File: config.mk
export PLATFORM = sky130hd
export DESIGN_NAME = sprite_fetch_arbiter_flat
export DESIGN_NICKNAME = d
export VERILOG_FILES = /design/src/rtl/sprite_fetch_arbiter_if.sv /design/src/rtl/sprite_fetch_arbiter.sv /design/src/flat_wrapper.sv
export SDC_FILE = /design/constraint.sdc
export NUM_CORES = 1
export LEC_CHECK = 0
export BUFFER_PORTS_ARGS = -buffer_cell sky130_fd_sc_hd__clkbuf_2
export CORE_UTILIZATION = 43
export CTS_BUF_LIST = sky130_fd_sc_hd__clkbuf_16
export DETAILED_ROUTE_END_ITERATION = 16
export HOLD_SLACK_MARGIN = 0.05
export PLACE_DENSITY = 0.68
export SYNTH_ARGS = -nofsm -noshare
export SYNTH_HDL_FRONTEND = slang
export SYNTH_SLANG_ARGS = --single-unit
File: constraint.sdc
create_clock -name i_Clk -period 2 [get_ports i_Clk]
set_input_delay 0.4 -clock i_Clk [delete_from_list [all_inputs] [get_ports i_Clk]]
set_output_delay 0.4 -clock i_Clk [all_outputs]
set_load 0.1 [all_outputs]
File: src/rtl/sprite_fetch_arbiter_if.sv
// Sprite BRAM read port shared between the fetch arbiter (master) and the
// sprite memory (slave).
interface sprite_fetch_arbiter_if;
  logic [7:0]  o_bram_addr;
  logic        o_bram_re;
  logic [15:0] i_bram_data;

  modport master (output o_bram_addr, output o_bram_re, input i_bram_data);
  modport slave  (input o_bram_addr, input o_bram_re, output i_bram_data);
endinterface

File: src/rtl/sprite_fetch_arbiter.sv
// Round-robin arbiter that fetches one 16-pixel, 4 bpp sprite row for the
// winning requester and streams it out as one nibble per cycle.
module sprite_fetch_arbiter #(
  parameter int NUM_REQ       = 4,
  parameter int WORDS_PER_ROW = 4
) (
  input  logic                   i_Clk,
  input  logic                   i_reset,
  input  logic [NUM_REQ-1:0]     i_req,
  input  logic [2*NUM_REQ-1:0]   i_sprite_id,
  input  logic [4*NUM_REQ-1:0]   i_row,
  output logic [NUM_REQ-1:0]     o_grant,
  sprite_fetch_arbiter_if.master bram,
  output logic [3:0]             o_pixel,
  output logic                   o_pixel_valid,
  output logic                   o_pixel_last,
  output logic                   o_busy
);

  typedef enum logic [2:0] {
    S_IDLE,
    S_FETCH,
    S_LATCH,
    S_U0,
    S_U1,
    S_U2,
    S_U3
  } state_t;

  state_t             r_state;
  state_t             w_state_nxt;
  logic [NUM_REQ-1:0] r_grant;
  logic [1:0]         r_gnt_idx;
  logic [1:0]         r_ptr;
  logic [1:0]         r_sid;
  logic [3:0]         r_row;
  logic [1:0]         r_word;
  logic [7:0]         r_addr;
  logic [15:0]        r_shift;

  logic               w_sel_found;
  logic [1:0]         w_sel_idx;
  logic [1:0]         w_cand;
  logic               w_word_last;
  logic [1:0]         w_word_inc;
  logic [1:0]         w_sel_sid;
  logic [3:0]         w_sel_row;

  // First active requester at or after the pointer, wrapping 3 -> 0.
  always_comb begin
    w_sel_found = 1'b0;
    w_sel_idx   = '0;
    w_cand      = '0;
    for (int unsigned i = 0; i < 4; i++) begin
      w_cand = r_ptr + 2'(i);
      if (!w_sel_found && i_req[w_cand]) begin
        w_sel_found = 1'b1;
        w_sel_idx   = w_cand;
      end
    end
  end

  always_comb begin
    w_word_last = (r_word == 2'(WORDS_PER_ROW - 1));
    w_word_inc  = r_word + 2'd1;
    w_sel_sid   = i_sprite_id[{w_sel_idx, 1'b0} +: 2];
    w_sel_row   = i_row[{w_sel_idx, 2'b00} +: 4];
  end

  always_ff @(posedge i_Clk or posedge i_reset) begin
    if (i_reset) r_state <= S_IDLE;
    else         r_state <= w_state_nxt;
  end

  always_comb begin
    w_state_nxt      = r_state;
    o_busy           = 1'b1;
    bram.o_bram_re   = 1'b0;
    o_pixel_valid    = 1'b0;
    o_pixel_last     = 1'b0;
    case (r_state)
      S_IDLE: begin
        o_busy = 1'b0;
        if (w_sel_found) w_state_nxt = S_FETCH;
      end
      S_FETCH: begin
        bram.o_bram_re = 1'b1;
        w_state_nxt    = S_LATCH;
      end
      S_LATCH: w_state_nxt = S_U0;
      S_U0: begin
        o_pixel_valid = 1'b1;
        w_state_nxt   = S_U1;
      end
      S_U1: begin
        o_pixel_valid = 1'b1;
        w_state_nxt   = S_U2;
      end
      S_U2: begin
        o_pixel_valid = 1'b1;
        w_state_nxt   = S_U3;
      end
      S_U3: begin
        o_pixel_valid = 1'b1;
        o_pixel_last  = w_word_last;
        w_state_nxt   = w_word_last ? S_IDLE : S_FETCH;
      end
      default: begin
        o_busy      = 1'b0;
        w_state_nxt = S_IDLE;
      end
    endcase
    o_pixel          = o_pixel_valid ? r_shift[3:0] : '0;
    o_grant          = r_grant;
    bram.o_bram_addr = r_addr;
  end

  // The address register is loaded on the edge entering FETCH so it is
  // already valid during FETCH and holds its value everywhere else.
  always_ff @(posedge i_Clk or posedge i_reset) begin
    if (i_reset) begin
      r_grant   <= '0;
      r_gnt_idx <= '0;
      r_ptr     <= '0;
      r_sid     <= '0;
      r_row     <= '0;
      r_word    <= '0;
      r_addr    <= '0;
      r_shift   <= '0;
    end else begin
      case (r_state)
        S_IDLE: begin
          if (w_sel_found) begin
            r_grant   <= NUM_REQ'(1) << w_sel_idx;
            r_gnt_idx <= w_sel_idx;
            r_sid     <= w_sel_sid;
            r_row     <= w_sel_row;
            r_word    <= '0;
            r_addr    <= {w_sel_sid, w_sel_row, 2'b00};
          end
        end
        S_LATCH: r_shift <= bram.i_bram_data;
        S_U0, S_U1, S_U2: r_shift <= {4'h0, r_shift[15:4]};
        S_U3: begin
          if (w_word_last) begin
            r_grant <= '0;
            r_ptr   <= r_gnt_idx + 2'd1;
          end else begin
            r_word <= w_word_inc;
            r_addr <= {r_sid, r_row, w_word_inc};
          end
        end
        default: ;
      endcase
    end
  end

endmodule

File: src/flat_wrapper.sv
// flat-port wrapper written by rule: the top's interface ports become plain ports
module sprite_fetch_arbiter_flat 
#(
  parameter int NUM_REQ       = 4,
  parameter int WORDS_PER_ROW = 4
)
  (i_Clk, i_reset, i_req, i_sprite_id, i_row, o_grant, o_pixel, o_pixel_valid, o_pixel_last, o_busy, bram_o_bram_addr, bram_o_bram_re, bram_i_bram_data);
  sprite_fetch_arbiter_if bram_i ();
  input  logic i_Clk;
  input  logic i_reset;
  input  logic [NUM_REQ-1:0] i_req;
  input  logic [2*NUM_REQ-1:0] i_sprite_id;
  input  logic [4*NUM_REQ-1:0] i_row;
  output logic [NUM_REQ-1:0] o_grant;
  output logic [3:0] o_pixel;
  output logic o_pixel_valid;
  output logic o_pixel_last;
  output logic o_busy;
  output wire logic [$bits(bram_i.o_bram_addr)-1:0] bram_o_bram_addr;
  output wire logic [$bits(bram_i.o_bram_re)-1:0] bram_o_bram_re;
  input wire logic [$bits(bram_i.i_bram_data)-1:0] bram_i_bram_data;
  assign bram_o_bram_addr = bram_i.o_bram_addr;
  assign bram_o_bram_re = bram_i.o_bram_re;
  assign bram_i.i_bram_data = bram_i_bram_data;
  sprite_fetch_arbiter #(.NUM_REQ(NUM_REQ), .WORDS_PER_ROW(WORDS_PER_ROW)) u_core (.i_Clk(i_Clk), .i_reset(i_reset), .i_req(i_req), .i_sprite_id(i_sprite_id), .i_row(i_row), .o_grant(o_grant), .bram(bram_i), .o_pixel(o_pixel), .o_pixel_valid(o_pixel_valid), .o_pixel_last(o_pixel_last), .o_busy(o_busy));
endmodule
==> summary.md, run 1 <==
| Metric | Value |
|---|---|
| Number of synthesized flops with an enable pin | `0` |
| Yosys reg bits | `41` |
| Static Leakage | `1.49 nW` |
| End point of the critical path | `o_pixel[3]` |
| First-pass GRT wire length | `9.14 mm` |
| Diodes inserted | `0` |
| Worst Hold Class | `input port to asynchronous set/reset pin` |
| CP Data Required Time | `1.60 ns` |
| H-tree Lvls | `2` |
| Yosys cell types | `42` |
| Count leader, synth | `dfrtp_1` |
| Die area | `5910 µm²` |
| Buf/Inv on CP | `3` |
| VDD IR-drop max | `1010 µV` |
| Power, Total | `0.00621 W` |
| CP Depth | `5` |
| Layout cell share with drive strength beyond 1 | `39.9%` |
| Initial core utilization | `46.0%` |
| GPL Wtd Cong | `0.779` |
| RR Startpoint | `u_core.r_ptr[0]` |
| Num CTS Buffers | `5` |
| Final Slew Violations | `0` |
| Synth async-reset ratio | `100%` |
| Seq/Total Area, Yosys | `42.6%` |
| Synth cell count leaders | `dfrtp_1 (41), nand2_1 (40), o21ai_0 (29)` |
| Number of global-route vias before repair | `2003` |
| Die height | `76.9 µm` |
| R2R Path End | `u_core.bram.o_bram_addr[3]` |
| Worst Path Arrival | `1.52 ns` |
| Nets | `369` |
| Finished Core Util | `62.3%` |
| Crit-path slowest cell | `dfrtp_1` |
| Met3 usage | `4.76%` |
| Area growth from synthesis to layout | `35.4%` |
| Mapped Cells | `249` |
| Yosys warns | `0` |
| Crit path max fanout | `15` |
| Core footprint | `5240 µm²` |
| Residual DRC count | `0` |
| Root buf cell | `clkbuf_16` |
| Initial antenna violation count | `0` |
| All-Layer GR Usage | `19.6%` |
| Drt initial violations | `69` |
| Die W | `76.9 µm` |
| Startpoint types | `register` |
| Clock slew at reported path FFs | `0.06 ns` |
| Post-DP HPWL | `4.12 mm` |
| Hold slack | `0.204 ns` |
| Synth top area cells | `dfrtp_1 (43%), mux2i_1 (6.6%), nand2_1 (6.2%)` |
| Total gr overflow | `0` |
| Worst-path cell chain | `buf_4, xor2_4, buf_12, nor2b_4, buf_12` |
| RSZ-0062 raised after global routing | `false` |
| R2R depth | `7` |
| CTS tree | `done` |
| Endpoint class of the critical path | `primary output` |
| IO buf count | `65` |
| Final number of hold-violating endpoints | `0` |
| CTS Sinks | `41` |
| Hold buffers post-CTS | `0` |
| Largest delay share family, worst path | `buffers and inverters` |
| Grt met2 use | `32.7%` |
| Ys flop type | `dfrtp_1` |
| Io pins | `66` |
| Router iterations before antenna repair | `4` |
| Largest net degree at the start of global routing | `34` |
| Crit path largest cell delay | `0.37 ns` |
| Worst path most repeated cell | `buf_12` |
| Largest area contributor in the netlist | `dfrtp_1` |
| Final setup violation count | `0` |
| FP Rows | `26` |
| # fillers | `435` |
| DRT Wirelength | `5.49 mm` |
| Vias | `2048` |
| # Max-Cap Violations | `0` |
| Fin crit share | `95.9%` |
| Syn avg cell area | `9.68 µm²` |
| Detail Route Antenna Nets | `0` |
| Post-synth top area share | `42.6%` |
| Routed WL per cell | `14.0 µm` |
| Syn Std Cell Area | `2410 µm²` |
| Status | `completed` |
| Reg2Reg Setup Slack | `0.15 ns` |
| Slew margin rel. | `52.2%` |
| Worst Setup SP | `u_core.r_state[2]` |
| Clock Skew | `0.00706 ns` |
| CTS Buffer Depth | `2` |
| Pwr dens | `1900 nW/µm²` |
| Vias/cell | `5.21` |
| Fmax | `521 MHz` |
| Synthesized Nets | `296` |
| Clock Latency Late Sink | `0.28 ns` |
| Worst setup path class | `register to primary output` |
| Measured slew at the worst slew-check pin | `0.716 ns` |
| Post-layout minimum cycle time | `1.92 ns` |
| GR Util met1 | `24.8%` |
| Gr busiest metal | `met2` |
through the flow:
stage	instance area [µm²]	setup TNS (ns)	worst slack, ns	std cells
floorplan	2500	-0.108	-0.108	249
global placement	3100	0	0.0659	384
detailed placement	3100	0	0.0190	384
CTS	3260	0	0.0525	393
global route	3260	0	0.0118	393
finish	3260	0	0.0823	393
flip-flops by register name, indices dropped and copies added, names as in the netlist:
signal,count
u_core.r_ptr,2
u_core.o_grant,4
u_core.bram.o_bram_addr,7
u_core.r_row,4
u_core.r_shift,16
u_core.r_sid,2
u_core.r_gnt_idx,2
u_core.r_state,3
u_core.r_word,1
worst min path at each step:
stage / start / to / slack [ns] / depth (start not counted)
floorplan: u_core.r_row[0] / u_core.r_row[0] / 0.45 / 2
global route: i_reset / u_core.r_row[1] / 0.27 / 2
global placement: u_core.r_row[2] / u_core.r_row[2] / 0.46 / 2
finish: i_reset / u_core.r_row[1] / 0.20 / 2
detailed placement: u_core.r_row[2] / u_core.r_row[2] / 0.47 / 2
CTS: i_reset / u_core.r_sid[0] / 0.24 / 2
layer usage:
layer | share of wire (%) | up-vias
met5 | 0 | -
met4 | 0.64 | 0
met3 | 4.6 | 2
met2 | 48 | 51
met1 | 47 | 955
li1 | - | 1040
layout make-up:
cell class	instances	area, µm²	area share (%)
clock buffer	5	125	3.83
inverter	4	22.5	0.690
sequential	41	1030	31.5
multi-input combinational	186	1350	41.2
timing repair buffer	84	638	19.5
tap	70	87.6	2.68
clock inverter	3	17.5	0.537
cells by family (layout without fill, tap and decap cells):
group | after synthesis | in the layout | share of synthesized area (%)
fa+ha+maj | 1 | 1 | 0.519
simple gates | 75 | 75 | 15.3
mux | 24 | 24 | 10.4
xor+xnor | 2 | 2 | 0.727
compound gates | 84 | 84 | 26.2
buf+inv | 22 | 96 | 4.36
flops | 41 | 41 | 42.6
cells in the final DEF, fill, tap and decap left out, drive strengths merged, types with 6 or more instances in the layout:
cell type and n:
buf 27, o211ai 14, a211o 6, dfrtp 41
nor2 6, nand2 41, mux2 8, clkbuf 62
a22o 11, mux2i 16, o21a 6, o21ai 29
a211oi 6, nand2b 13
where the power goes:
group          switching [W]  total [W]  internal [W]
Clock               0.000324   0.000782      0.000457
Sequential          0.000255    0.00147       0.00121
Combinational        0.00255    0.00396       0.00141
Total                0.00313    0.00621       0.00308
timing repair:
action,CTS,global route
gates resized for setup,0,1
pin swaps,1,0
endpoints found under the setup margin,1,1
buffers inserted,1,0
Power figures use the tool's default switching activity.
==> inputs of run 2 (changes only) <==
--- a/config.mk
+++ b/config.mk
@@ -11,6 +11,7 @@
 export DETAILED_ROUTE_END_ITERATION = 16
 export HOLD_SLACK_MARGIN = 0.05
 export PLACE_DENSITY = 0.68
+export SETUP_SLACK_MARGIN = 0.3
 export SYNTH_ARGS = -nofsm -noshare
 export SYNTH_HDL_FRONTEND = slang
 export SYNTH_SLANG_ARGS = --single-unit
==> run 2 against run 1 <==
Effect of this change: register-to-register slack better by 0.02 ns; worst hold slack better by 0.026 ns; sequential share of layout area is 3.6 points lower.
==> summary.md, run 2 (synthesis results as in run 1) <==
| Metric | Value |
|---|---|
| Initial antenna violation count | `0 (unchanged)` |
| Most common cell after layout, fill and taps aside | `clkbuf_2` |
| Gate power share | `67.7% (+3.9 points)` |
| Worst setup path class | `register to primary output` |
| Placed Instances | `380 (-1.0%)` |
| Vias | `2291 (+12%)` |
| Largest reg by FF count | `u_core.r_shift` |
| Largest net degree at the start of global routing | `42 (+24%)` |
| Layout cell share with drive strength beyond 1 | `48.9% (+8.9 points)` |
| Placed Instance Area | `3090 µm² (-0.44%)` |
| RSZ-0062 raised after global routing | `true` |
| Status | `completed` |
| Clock Skew | `0.00290 ns (-0.00416 ns)` |
| Endpoint class of the critical path | `primary output` |
| Net Switching | `0.00341 W (+8.8%)` |
| CP Data Required Time | `1.60 ns (about the same)` |
| Setup TNS | `0 ns (unchanged)` |
| Fmax | `532 MHz (+2.0%)` |
| Vias/cell | `5.43 (+4.2%)` |
| First-pass GRT wire length | `10.7 mm (+17%)` |
| Sequential power share | `21.5% (-2.1 points)` |
| Hold buffers post-CTS | `0 (unchanged)` |
| All-Layer GR Usage | `22.7% (+3.0 points)` |
| H-tree Lvls | `2 (unchanged)` |
| R2R depth | `7 (unchanged)` |
| # Max-Cap Violations | `0 (unchanged)` |
| Post-DP HPWL | `4.05 mm (-1.7%)` |
| Total gr overflow | `0 (unchanged)` |
| Detail Route Antenna Nets | `0 (unchanged)` |
| Root buf cell | `clkbuf_16` |
| CTS tree | `done` |
| Largest register FFs | `16 (unchanged)` |
| Slew margin rel. | `62.7% (+10 points)` |
| Die area | `5910 µm² (unchanged)` |
| Clock slew at reported path FFs | `0.06 ns (about the same)` |
| Measured slew at the worst slew-check pin | `0.562 ns (-0.154 ns)` |
| Area growth from synthesis to layout | `54.4%` |
| # fillers | `378 (-13%)` |
| Routed WL per cell | `16.0 µm (+14%)` |
| Crit path max fanout | `4 (-11)` |
| Pwr dens | `1890 nW/µm² (-0.64%)` |
| Fin cells | `422 (+7.4%)` |
| Clock Latency Late Sink | `0.27 ns (about the same)` |
| Sw frac | `48.4% (-2.0 points)` |
| Final setup violation count | `0 (unchanged)` |
| VDD IR-drop max | `1100 µV (+8.9%)` |
| Clock power frac | `10.8% (-1.8 points)` |
| CTS Buffer Depth | `2 (unchanged)` |
| DRT Wirelength | `6.74 mm (+23%)` |
| Initial core utilization | `46.0% (unchanged)` |
| Drt initial violations | `125 (+81%)` |
| Core footprint | `5240 µm² (unchanged)` |
| Number of global-route vias before repair | `2296 (+15%)` |
| Startpoint types | `register` |
| FP Rows | `26 (unchanged)` |
| Worst Hold Class | `input port to asynchronous set/reset pin` |
| Io pins | `66 (unchanged)` |
| GPL Wtd Cong | `0.783 (+0.49%)` |
| Die height | `76.9 µm (unchanged)` |
| CTS Sinks | `41 (unchanged)` |
| Nets | `398 (+7.9%)` |
| Post-layout minimum cycle time | `1.88 ns (-0.0369 ns)` |
| Power, Total | `0.00704 W (+13%)` |
| Static Leakage | `1.73 nW (+16%)` |
| Final Slew Violations | `0 (unchanged)` |
| Most frequent cells in the layout | `clkbuf_2 (57), nand2_1 (38), dfrtp_1 (35)` |
| Finished Core Util | `71.1% (+8.8 points)` |
| IO buf count | `65 (unchanged)` |
| Diodes inserted | `0 (unchanged)` |
| Residual DRC count | `0 (unchanged)` |
| Final instance area | `3720 µm² (+14%)` |
| Router iterations before antenna repair | `4 (unchanged)` |
| Worst Path Arrival | `1.48 ns (-0.04 ns)` |
| Fin crit share | `94.0% (-1.8 points)` |
| Num CTS Buffers | `5 (unchanged)` |
| Pint | `0.00363 W (+18%)` |
| Die W | `76.9 µm (unchanged)` |
| Final number of hold-violating endpoints | `0 (unchanged)` |
==> run 2: worst paths after layout <==
kind	from	to	slack, ns
worst max-delay path	u_core.r_state[2]	o_pixel[3]	0.12
worst min-delay path	i_reset	u_core.r_sid[1]	0.23
worst max register to register	u_core.r_ptr[1]	u_core.bram.o_bram_addr[4]	0.17
worst min register to register	u_core.r_sid[1]	u_core.r_sid[1]	0.48
max in group asynchronous	i_reset	u_core.r_word[0]	1.37
min in group i_Clk	bram_i_bram_data[15]	u_core.r_shift[15]	0.46
==> run 2: power groups by stage <==
stage | sequential [W] | combinational, W | clock, W
2_1_floorplan | 0.00215 | 0.00230 | 0
3_3_place_gp | 0.00149 | 0.00383 | 0
3_5_place_dp | 0.00151 | 0.00389 | 0
4_1_cts | 0.00149 | 0.00442 | 0.000767
5_1_grt | 0.00155 | 0.00505 | 0.000803
6_report | 0.00151 | 0.00476 | 0.000761
==> run 2: repair_timing <==
item                                    CTS  global route
pin swaps                                15            17
setup buffers                            14            16
gates cloned                              2             2
resized for setup                        26            17
endpoints found under the setup margin   19            26
==> run 2: critical path, stage by stage, from the launching register on <==
cell	delay [ns]
dfrtp_2	0.44
buf_6	0.14
xor2_4	0.16
buf_12	0.15
nor2b_4	0.12
buf_12	0.18
==> run 2: layer usage <==
layer | track usage (%) | wire (µm) | vias up
li1 | - | - | 1101
met1 | 29.2 | 2950 | 1129
met2 | 38.9 | 3450 | 51
met3 | 4.17 | 252 | 10
met4 | 5.77 | 89 | 0
met5 | 0 | 0 | -
==> run 2: area by class of cell <==
class / count / area, µm² / share of cell area [%]
Inverter: 4 / 22.5 / 0.605
Multi-Input combinational cell: 187 / 1450 / 38.9
Sequential cell: 41 / 1040 / 27.9
Tap cell: 70 / 87.6 / 2.35
Clock buffer: 5 / 125 / 3.36
Clock inverter: 3 / 13.8 / 0.370
Timing Repair Buffer: 112 / 988 / 26.5
==> run 2: metrics by stage <==
step | setup WS, ns | hold WS (ns)
finish | 0.119 | 0.230
global route | 0.0817 | 0.286
CTS | 0.109 | 0.250
detailed placement | 0.0408 | 0.466
global placement | 0.0955 | 0.462
floorplan | 0.0608 | 0.446
==> inputs of run 3 (changes only) <==
--- a/config.mk
+++ b/config.mk
@@ -5,12 +5,13 @@
 export SDC_FILE = /design/constraint.sdc
 export NUM_CORES = 1
 export LEC_CHECK = 0
-export BUFFER_PORTS_ARGS = -buffer_cell sky130_fd_sc_hd__clkbuf_2
+export BUFFER_PORTS_ARGS = -buffer_cell sky130_fd_sc_hd__buf_2
 export CORE_UTILIZATION = 43
 export CTS_BUF_LIST = sky130_fd_sc_hd__clkbuf_16
 export DETAILED_ROUTE_END_ITERATION = 16
 export HOLD_SLACK_MARGIN = 0.05
 export PLACE_DENSITY = 0.68
+export RECOVER_POWER = 50
 export SETUP_SLACK_MARGIN = 0.3
 export SYNTH_ARGS = -nofsm -noshare
 export SYNTH_HDL_FRONTEND = slang
==> run 3 against run 2 <==
Effect of this change: sequential share of layout area increased by 2.1 points; final cell count decreased by 4.5%; first-iteration DRC count increased by 11%; wire length decreased by 11%; worst hold slack improved by 0.18 ns; critical endpoint unchanged; largest power group unchanged; highest routed layer unchanged.
==> summary.md, run 3 (synthesis results as in run 1) <==
| Metric | Value |
|---|---|
| Worst setup path class | `register to primary output` |
| Die height | `76.9 µm (unchanged)` |
| Most common cell after layout, fill and taps aside | `buf_2` |
| Most frequent cells in the layout | `buf_2 (57), nand2_1 (38), dfrtp_1 (37)` |
| Layout cell share with drive strength beyond 1 | `44.1% (-4.7 points)` |
| Die W | `76.9 µm (unchanged)` |
| Residual DRC count | `0 (unchanged)` |
| Final number of hold-violating endpoints | `0 (unchanged)` |
| Hold slack | `0.413 ns (+0.184 ns)` |
| Post-DP HPWL | `4.04 mm (-0.29%)` |
| Total gr overflow | `0 (unchanged)` |
| VDD IR-drop max | `994 µV (-9.7%)` |
| R2R depth | `8 (+1)` |
| IO buf count | `65 (unchanged)` |
| Setup TNS | `0 ns (unchanged)` |
| Crit path max fanout | `4 (unchanged)` |
| CTS tree | `done` |
| Largest reg by FF count | `u_core.r_shift` |
| GPL Wtd Cong | `0.856 (+9.3%)` |
| Largest register FFs | `16 (unchanged)` |
| Initial core utilization | `46.0% (unchanged)` |
| Worst-path cell chain | `nand2_2, xor2_4, buf_12, buf_12, nor2b_4, buf_12` |
| Crit-path slowest cell | `dfrtp_1` |
| Initial antenna violation count | `0 (unchanged)` |
| Pwr dens | `1920 nW/µm² (+1.5%)` |
| Clock Latency Late Sink | `0.28 ns (about the same)` |
| Diodes inserted | `0 (unchanged)` |
| Vias | `2159 (-5.8%)` |
| CTS Buffer Depth | `2 (unchanged)` |
| Endpoint class of the critical path | `primary output` |
| Final instance area | `3460 µm² (-7.1%)` |
| Worst Path Arrival | `1.55 ns (+0.07 ns)` |
| Worst path most repeated cell | `buf_12` |
| All-Layer GR Usage | `21.3% (-1.4 points)` |
| CP Data Required Time | `1.60 ns (about the same)` |
| Measured slew at the worst slew-check pin | `0.996 ns (+0.433 ns)` |
| RSZ-0062 raised after global routing | `true` |
| Nets | `379 (-4.8%)` |
| Power, Total | `0.00664 W (-5.7%)` |
| H-tree Lvls | `2 (unchanged)` |
| FP Rows | `26 (unchanged)` |
| CTS Sinks | `41 (unchanged)` |
| Final setup violation count | `0 (unchanged)` |
| Die area | `5910 µm² (unchanged)` |
| Num CTS Buffers | `5 (unchanged)` |
| Fin crit share | `97.3% (+3.3 points)` |
| Router iterations before antenna repair | `4 (unchanged)` |
| Slew margin rel. | `33.6% (-29 points)` |
| Placed Instance Area | `3100 µm² (+0.32%)` |
| Clock slew at reported path FFs | `0.06 ns (about the same)` |
| # Max-Cap Violations | `0 (unchanged)` |
| Core footprint | `5240 µm² (unchanged)` |
| Clock Skew | `0.00408 ns (+0.00117 ns)` |
| Status | `completed` |
| Post-layout minimum cycle time | `1.95 ns (+0.0659 ns)` |
| Number of global-route vias before repair | `2113 (-8.0%)` |
| Detail Route Antenna Nets | `0 (unchanged)` |
| Vias/cell | `5.36 (-1.3%)` |
| First-pass GRT wire length | `9.91 mm (-7.1%)` |
| Fmax | `514 MHz (-3.4%)` |
| Static Leakage | `1.56 nW (-10%)` |
| Drt initial violations | `139 (+11%)` |
| Crit path largest cell delay | `0.40 ns (-0.04 ns)` |
| Worst Hold Class | `input port to asynchronous set/reset pin` |
| Startpoint types | `register` |
| Final Slew Violations | `0 (unchanged)` |
| Routed WL per cell | `14.8 µm (-7.2%)` |
| DRT Wirelength | `5.98 mm (-11%)` |
| Root buf cell | `clkbuf_16` |
| Io pins | `66 (unchanged)` |
| Area growth from synthesis to layout | `43.4%` |
| Largest net degree at the start of global routing | `42 (unchanged)` |
-- run 3: changes by cell type in the layout (fill, tap and decap cells not counted), sizes merged --
cell      before  now
clkinvlp       2    5
or2            4    3
clkinv         2    0
nor2           6    7
buf           52   88
clkbuf        63   10
inv            3    2
bufbuf         2    0
-- run 3: per-stage QoR --
stage,utilization [%],cells,worst slack (ns)
floorplan,-,249,0.0608
global placement,59.1,383,0.0166
detailed placement,59.1,383,-0.0436
CTS,65.5,402,0.0689
global route,66.0,403,0.0143
finish,66.0,403,0.0533
-- run 3: path summary, 6_finish.rpt --
path	start	end	slack, ns
setup reg to reg	u_core.r_state[1]	u_core.bram.o_bram_addr[2]	0.20
hold reg to reg	u_core.r_row[2]	u_core.r_row[2]	0.48
max in group asynchronous	i_reset	u_core.bram.o_bram_addr[1]	0.87
hold / removal	i_reset	u_core.r_shift[15]	0.41
setup / recovery	u_core.r_state[1]	o_pixel[3]	0.05
min in group i_Clk	bram_i_bram_data[13]	u_core.r_shift[13]	0.44
-- run 3: area by class of cell --
cell class              count  area [µm²]
fillers                   408        1780
multi-input cells         187        1430
flip-flops and latches     41        1040
repair buffers             93         736
clock buffers               5         125
well taps                  70        87.6
clock inverters             3        22.5
inverters                   4        22.5
-- run 3: timing repair --
action	CTS	global route
hold buffers	0	0
setup buffers	10	1
resized for setup	20	9
cloned	1	0
endpoints found under the setup margin	24	24
pin swaps	19	7
-- run 3: layer usage --
metal	track usage [%]	up-vias	share of wire, %
li1	-	1059	-
met1	28.7	1035	46
met2	34.2	56	48
met3	4.52	9	4.7
met4	6.35	0	1.5
met5	0	-	0
-- run 3: power breakdown --
group          switching (W)  internal (W)
Sequential          0.000283       0.00122
Clock               0.000330      0.000461
Combinational        0.00268       0.00166
-- run 3: critical path, delay by kind of cell (launching register included) --
kind / cells / cell delay, ns
flip-flops: 1 / 0.40
XOR/XNOR: 1 / 0.17
buffers and inverters: 3 / 0.44
AND/OR/NAND/NOR: 2 / 0.24
